--- src/rtl/cpu_fetch_stage_pkg.sv ---
// rtl/cpu_fetch_stage_pkg.sv - shared widths, fetch FSM encodings and next-state helper
package cpu_fetch_stage_pkg;

   localparam int INSTR_W = 32;
   localparam int FS_W    = 2;

   localparam logic [FS_W-1:0] FS_RUN   = 2'd0;
   localparam logic [FS_W-1:0] FS_WAIT  = 2'd1;
   localparam logic [FS_W-1:0] FS_FLUSH = 2'd2;

   // A redirect never cancels the single outstanding request; it only marks its response as wrong-path.
   function automatic logic [FS_W-1:0] fs_next(input logic [FS_W-1:0] state,
                                                input logic accept,
                                                input logic rsp,
                                                input logic redirect);
      logic [FS_W-1:0] nxt;
      nxt = FS_RUN;
      case (state)
         FS_RUN:   nxt = accept ? (redirect ? FS_FLUSH : FS_WAIT) : FS_RUN;
         FS_WAIT:  nxt = rsp ? FS_RUN : (redirect ? FS_FLUSH : FS_WAIT);
         FS_FLUSH: nxt = rsp ? FS_RUN : FS_FLUSH;
         default:  nxt = FS_RUN;
      endcase
      return nxt;
   endfunction

endpackage

--- src/rtl/cpu_fetch_stage_fifo.sv ---
// rtl/cpu_fetch_stage_fifo.sv - small synchronous FIFO of {pc, instr} with flush and occupancy count
module cpu_fetch_stage_fifo #(
   parameter int DATA_W = 64,
   parameter int DEPTH  = 2
) (
   input  logic                       clk,
   input  logic                       reset,
   input  logic                       push_i,
   input  logic [DATA_W-1:0]          push_data_i,
   input  logic                       pop_i,
   input  logic                       flush_i,
   output logic [DATA_W-1:0]          head_o,
   output logic [$clog2(DEPTH):0]     count_o
);

   localparam int AW = $clog2(DEPTH);

   logic [DATA_W-1:0] mem_q [DEPTH];
   logic [AW-1:0]     wr_ptr_q, wr_ptr_d;
   logic [AW-1:0]     rd_ptr_q, rd_ptr_d;
   logic [AW:0]       count_q, count_d;

   always_comb begin
      wr_ptr_d = wr_ptr_q;
      rd_ptr_d = rd_ptr_q;
      count_d  = count_q;
      if (flush_i) begin
         wr_ptr_d = '0;
         rd_ptr_d = '0;
         count_d  = '0;
      end else begin
         if (push_i) wr_ptr_d = wr_ptr_q + 1'b1;
         if (pop_i)  rd_ptr_d = rd_ptr_q + 1'b1;
         case ({push_i, pop_i})
            2'b10:   count_d = count_q + 1'b1;
            2'b01:   count_d = count_q - 1'b1;
            default: count_d = count_q;
         endcase
      end
   end

   always_ff @(posedge clk or posedge reset) begin
      if (reset) begin
         wr_ptr_q <= '0;
         rd_ptr_q <= '0;
         count_q  <= '0;
      end else begin
         wr_ptr_q <= wr_ptr_d;
         rd_ptr_q <= rd_ptr_d;
         count_q  <= count_d;
      end
   end

   always_ff @(posedge clk) begin
      if (push_i && !flush_i) mem_q[wr_ptr_q] <= push_data_i;
   end

   // Issue is gated on free space, so a push into a full buffer means the control logic is broken.
   always_ff @(posedge clk) begin
      if (!reset && !flush_i) begin
         assert (!(push_i && count_q == (AW+1)'(DEPTH))) else $error("fetch fifo overflow");
      end
   end

   assign head_o  = mem_q[rd_ptr_q];
   assign count_o = count_q;

endmodule

--- src/rtl/cpu_fetch_stage.sv ---
// rtl/cpu_fetch_stage.sv - fetch stage: PC, single-outstanding imem request FSM, redirect/flush, decode buffer
module cpu_fetch_stage
   import cpu_fetch_stage_pkg::*;
#(
   parameter int              XLEN       = 32,
   parameter logic [XLEN-1:0] RESET_PC   = '0,
   parameter int              FIFO_DEPTH = 2
) (
   input  logic               clk,
   input  logic               reset,
   output logic               imem_req_valid,
   input  logic               imem_req_ready,
   output logic [XLEN-1:0]    imem_req_addr,
   input  logic               imem_rsp_valid,
   input  logic [INSTR_W-1:0] imem_rsp_data,
   input  logic               redirect_valid,
   input  logic [XLEN-1:0]    redirect_pc,
   output logic               if_valid,
   input  logic               if_ready,
   output logic [XLEN-1:0]    if_pc,
   output logic [INSTR_W-1:0] if_instr,
   output logic [XLEN-1:0]    pc_out
);

   localparam int CW = $clog2(FIFO_DEPTH) + 1;

   logic [FS_W-1:0]         state_q, state_d;
   logic [XLEN-1:0]         pc_q, pc_d;
   logic [XLEN-1:0]         req_pc_q, req_pc_d;
   logic [CW-1:0]           count;
   logic [XLEN+INSTR_W-1:0] head;
   logic                    accept, push, pop;

   assign imem_req_valid = !reset && (state_q == FS_RUN) && (count < CW'(FIFO_DEPTH));
   assign imem_req_addr  = pc_q;
   assign pc_out         = pc_q;
   assign accept         = imem_req_valid && imem_req_ready;

   // A redirect both flushes the buffer and suppresses any push/pop on the same edge.
   assign push = (state_q == FS_WAIT) && imem_rsp_valid && !redirect_valid;
   assign pop  = if_valid && if_ready && !redirect_valid;

   always_comb begin
      state_d  = fs_next(state_q, accept, imem_rsp_valid, redirect_valid);
      req_pc_d = accept ? pc_q : req_pc_q;
      pc_d     = pc_q;
      if (redirect_valid)
         pc_d = redirect_pc & ~XLEN'(3);
      else if (accept)
         pc_d = pc_q + XLEN'(4);
   end

   always_ff @(posedge clk or posedge reset) begin
      if (reset) begin
         state_q  <= FS_RUN;
         pc_q     <= RESET_PC;
         req_pc_q <= RESET_PC;
      end else begin
         state_q  <= state_d;
         pc_q     <= pc_d;
         req_pc_q <= req_pc_d;
      end
   end

   cpu_fetch_stage_fifo #(
      .DATA_W (XLEN + INSTR_W),
      .DEPTH  (FIFO_DEPTH)
   ) u_fifo (
      .clk         (clk),
      .reset       (reset),
      .push_i      (push),
      .push_data_i ({req_pc_q, imem_rsp_data}),
      .pop_i       (pop),
      .flush_i     (redirect_valid),
      .head_o      (head),
      .count_o     (count)
   );

   assign if_valid = (count != '0);
   assign if_pc    = if_valid ? head[XLEN+INSTR_W-1:INSTR_W] : '0;
   assign if_instr = if_valid ? head[INSTR_W-1:0] : '0;

endmodule

--- config.mk ---
export PLATFORM = sky130hd
export DESIGN_NAME = cpu_fetch_stage
export DESIGN_NICKNAME = d
export VERILOG_FILES = /design/src/rtl/cpu_fetch_stage_pkg.sv /design/src/rtl/cpu_fetch_stage_fifo.sv /design/src/rtl/cpu_fetch_stage.sv
export SDC_FILE = /design/constraint.sdc
export NUM_CORES = 1
export LEC_CHECK = 0
export CAP_MARGIN = 10
export CORE_ASPECT_RATIO = 0.5
export CORE_MARGIN = 4
export CORE_UTILIZATION = 53
export CTS_BUF_LIST = sky130_fd_sc_hd__clkbuf_8 sky130_fd_sc_hd__clkbuf_16
export CTS_CLUSTER_DIAMETER = 200
export CTS_CLUSTER_SIZE = 24
export DETAILED_ROUTE_END_ITERATION = 8
export PLACE_DENSITY = 0.9
export SYNTH_ARGS = -nofsm -noshare
export SYNTH_HDL_FRONTEND = slang
export SYNTH_SLANG_ARGS = --single-unit
--- constraint.sdc ---
create_clock -name clk -period 15.5 [get_ports clk]
set_input_delay 3.1 -clock clk [delete_from_list [all_inputs] [get_ports clk]]
set_output_delay 3.1 -clock clk [all_outputs]
set_load 0.02 [all_outputs]
==> key figures <==
Status
  • Status: finished, final reports clean

Floorplanning
  • Ports: 200
  • Number of rows in the core area: 31
  • Die area: 17410 µm²
  • Initial Util: 55.00%
  • Die height: 95.34 µm
  • Core footprint: 14700 µm²
  • Die width: 182.7 µm

Worst hold path
  • Hold path cells: 0
  • Hold EP: u_fifo.mem_q[0][40]$_DFFE_PP_
  • Worst hold path type: reg -> reg
  • HP Start: req_pc_q[8]$_DFFE_PP0P_

Global routing
  • Met2 usage: 38.62%
  • Number of global-route vias before repair: 5555
  • GR Util All Layers: 22.10%
  • M3 GR Usage: 3.963%
  • Grt met1 use: 28.52%
  • Initial antenna violation count: 0
  • Global route overflow: 0
  • First-pass GRT wire length: 29.77 mm
  • Largest net degree at the start of global routing: 64
  • Busiest grt layer: met2

Synth
  • Post-synth top area share: 46.05%
  • Synth area leaders: edfxtp_1 46%, dfrtp_1 20%, mux2i_1 8.0%
  • Post-synthesis sequential area ratio: 66.48%
  • Most area-hungry cell type in the Yosys netlist: edfxtp_1
  • FF+latch count, synth: 190
  • Top FF cell, synth: edfxtp_1
  • Average size of a mapped cell: 13.39 µm²
  • Synth async-reset ratio: 34.74%
  • Most common library cells after synthesis: 124 x edfxtp_1, 89 x nor2_1, 66 x dfrtp_1
  • Synthesis warning total: 0
  • Mapped Cells: 604
  • Synth Cell Area: 8085 µm²
  • Most common cell in the netlist: edfxtp_1
  • EDFF count, synth: 124
  • Post-synthesis cell type count: 35

Power and ir drop
  • Total Power: 1.219 mW
  • VDD IR max: 0.08066 mV
  • PwrDens: 115.8 nW/µm²
  • P_leak: 3.608 nW

STA
  • Final hold viol count: 0
  • Min cycle time layout: 8.016 ns
  • Setup TNS: 0 ns
  • Skew final: 0.01263 ns
  • Peak Freq: 0.1248 GHz
  • Final worst slack: 7.484 ns
  • Fin crit share: 51.71%
  • Hold WS: 0.4666 ns
  • Slew margin rel.: 19.69%
  • Slew @ Worst Pin: 1.203 ns
  • Unrepaired setup endpoints after global routing: false
  • Final Max Slew Viols: 0
  • # setup viols final: 0

CTS
  • Worst-Skew Late Latency: 0.42 ns
  • Reg clk slew, reported paths: 0.07 ns
  • CTS buffer count: 17
  • CTS Buffer Depth: 2
  • CTS Hold Bufs: 0
  • Max H-tree Level: 4
  • CTS Root Cell: clkbuf_16
  • Clock sinks: 190
  • CTS tree: done
  • Post-CTS Setup Inserts: 0
  • PostCTS Resize Cnt: 0

Critical path
  • Required @ worst endpoint: 12.40 ns
  • Flop2flop setup slack: 12.59 ns
  • Slowest CP cell: clkdlybuf4s50_1
  • Worst path cell trace: clkdlybuf4s50_1, or4_4, inv_1, clkdlybuf4s50_1
  • Critical R2R Capture: u_fifo.mem_q[1][18]$_DFFE_PP_
  • WP buf/inv: 3
  • Crit path top cell by count: clkdlybuf4s50_1
  • Crit path largest cell delay: 0.62 ns
  • Critical R2R Launch: state_q[1]$_DFF_PP0_
  • Critical path class: in -> out
  • Worst-path fanout max: 9
  • Worst setup SP type: input pin
  • Worst-case reg-to-reg path depth: 3
  • WP data arrival: 4.92 ns
  • Largest delay share family, worst path: buffers and inverters
  • Setup crit end kind: primary output

Placed design
  • Dpl hpwl: 12.38 mm
  • Placed insts: 938
  • Place WS: 7.484 ns
  • GP Congestion: 0.8474
  • Dpl cell area: 9925 µm²
  • Port buffer count: 191

Final layout
  • Final Non-Filler Cells: 970
  • Share of layout cells above drive strength 1: 9.326%
  • Area Overhead vs Synth: 30.16%
  • # fillers: 904
  • Final Core Density: 71.59%
  • ANT cells: 0
  • Cell area after layout: 10520 µm²
  • Final nets: 830

Route
  • WL per Instance: 19.90 µm
  • Drt via density: 5.702
  • DRC: 0
  • Wirelength, routed: 19.30 mm
  • Initial DRT Pass Iterations: 5
  • Via Count: 5531
  • Remaining antenna violation count: 0
  • DRT iter0 DRCs: 451

Flow run
  • MaxCap Viol Count: 0
[layout by cell type (no fill, tap or decap), types with 2 or more instances in the layout]
cell type | synthesis | final
clkinv_4 | 0 | 4
or3_1 | 6 | 6
nand2b_1 | 2 | 2
nor2_1 | 89 | 88
bufinv_16 | 0 | 3
dfrtp_1 | 66 | 65
xor2_1 | 4 | 4
or4_1 | 16 | 16
a21oi_1 | 3 | 3
mux2_2 | 27 | 27
clkdlybuf4s50_1 | 0 | 191
nand3_1 | 12 | 12
inv_1 | 9 | 10
conb_1 | 1 | 6
o211ai_1 | 2 | 2
clkinv_2 | 0 | 2
or4_4 | 3 | 3
nand4_1 | 9 | 9
nor3_1 | 4 | 3
edfxtp_1 | 124 | 124
o31ai_1 | 14 | 14
and4_1 | 4 | 4
o21ai_0 | 17 | 17
clkinvlp_4 | 0 | 3
nor2b_1 | 2 | 2
mux2i_1 | 65 | 65
xnor2_1 | 6 | 6
clkbuf_16 | 0 | 17
a31oi_1 | 19 | 19
nand2_1 | 26 | 26
buf_4 | 36 | 6
[sequential cells by signal, summed over array words and instances, names as in the netlist]
signal,count
imem_req_addr,30
u_fifo.wr_ptr_q,1
u_fifo.count_o,2
state_q,2
u_fifo.mem_q,124
u_fifo.rd_ptr_q,1
req_pc_q,30
[cell families (layout without fill, tap and decap cells)]
kind of cell | after synthesis | in the layout | share of synthesized area, %
xor gates and xnor gates | 10 | 10 | 1.083
adders and majority gates | 1 | 1 | 0.1547
DFF | 190 | 190 | 66.48
AOI/OAI and AO/OA | 57 | 57 | 4.395
and+or+nand+nor | 178 | 178 | 10.60
other | 1 | 6 | 0.04638
muxes | 92 | 92 | 11.81
buffers and inverters | 75 | 238 | 5.432
[worst max path at each step]
stage	depth (start not counted)	end	start
floorplan	3	u_fifo.mem_q[1][0]$_DFFE_PP_	redirect_valid
global placement	4	imem_req_valid	reset
detailed placement	4	imem_req_valid	reset
CTS	4	imem_req_valid	reset
global route	4	imem_req_valid	reset
finish	4	imem_req_valid	reset
[report_power, final]
part / switching (mW) / internal [mW]
registers: 0.0431 / 0.587
clock network: 0.190 / 0.254
logic: 0.0703 / 0.0752
[layout make-up]
| cell class | count | area, µm² | share of cell area (%) |
|---|---|---|---|
| Timing Repair Buffer | 197 | 1957 | 18.59 |
| Multi-Input combinational cell | 344 | 2307 | 21.92 |
| Tap cell | 198 | 247.7 | 2.354 |
| Clock buffer | 17 | 425.4 | 4.042 |
| Clock inverter | 15 | 173.9 | 1.653 |
| Inverter | 9 | 33.78 | 0.3210 |
| Sequential cell | 190 | 5379 | 51.11 |
[per-layer routing]
layer	share of wire, %	wire length, µm
met1	40	7707
met2	51	9852
met3	6.5	1262
met4	2.5	476
met5	0	0
No activity file was read; power rests on OpenSTA's default activity.
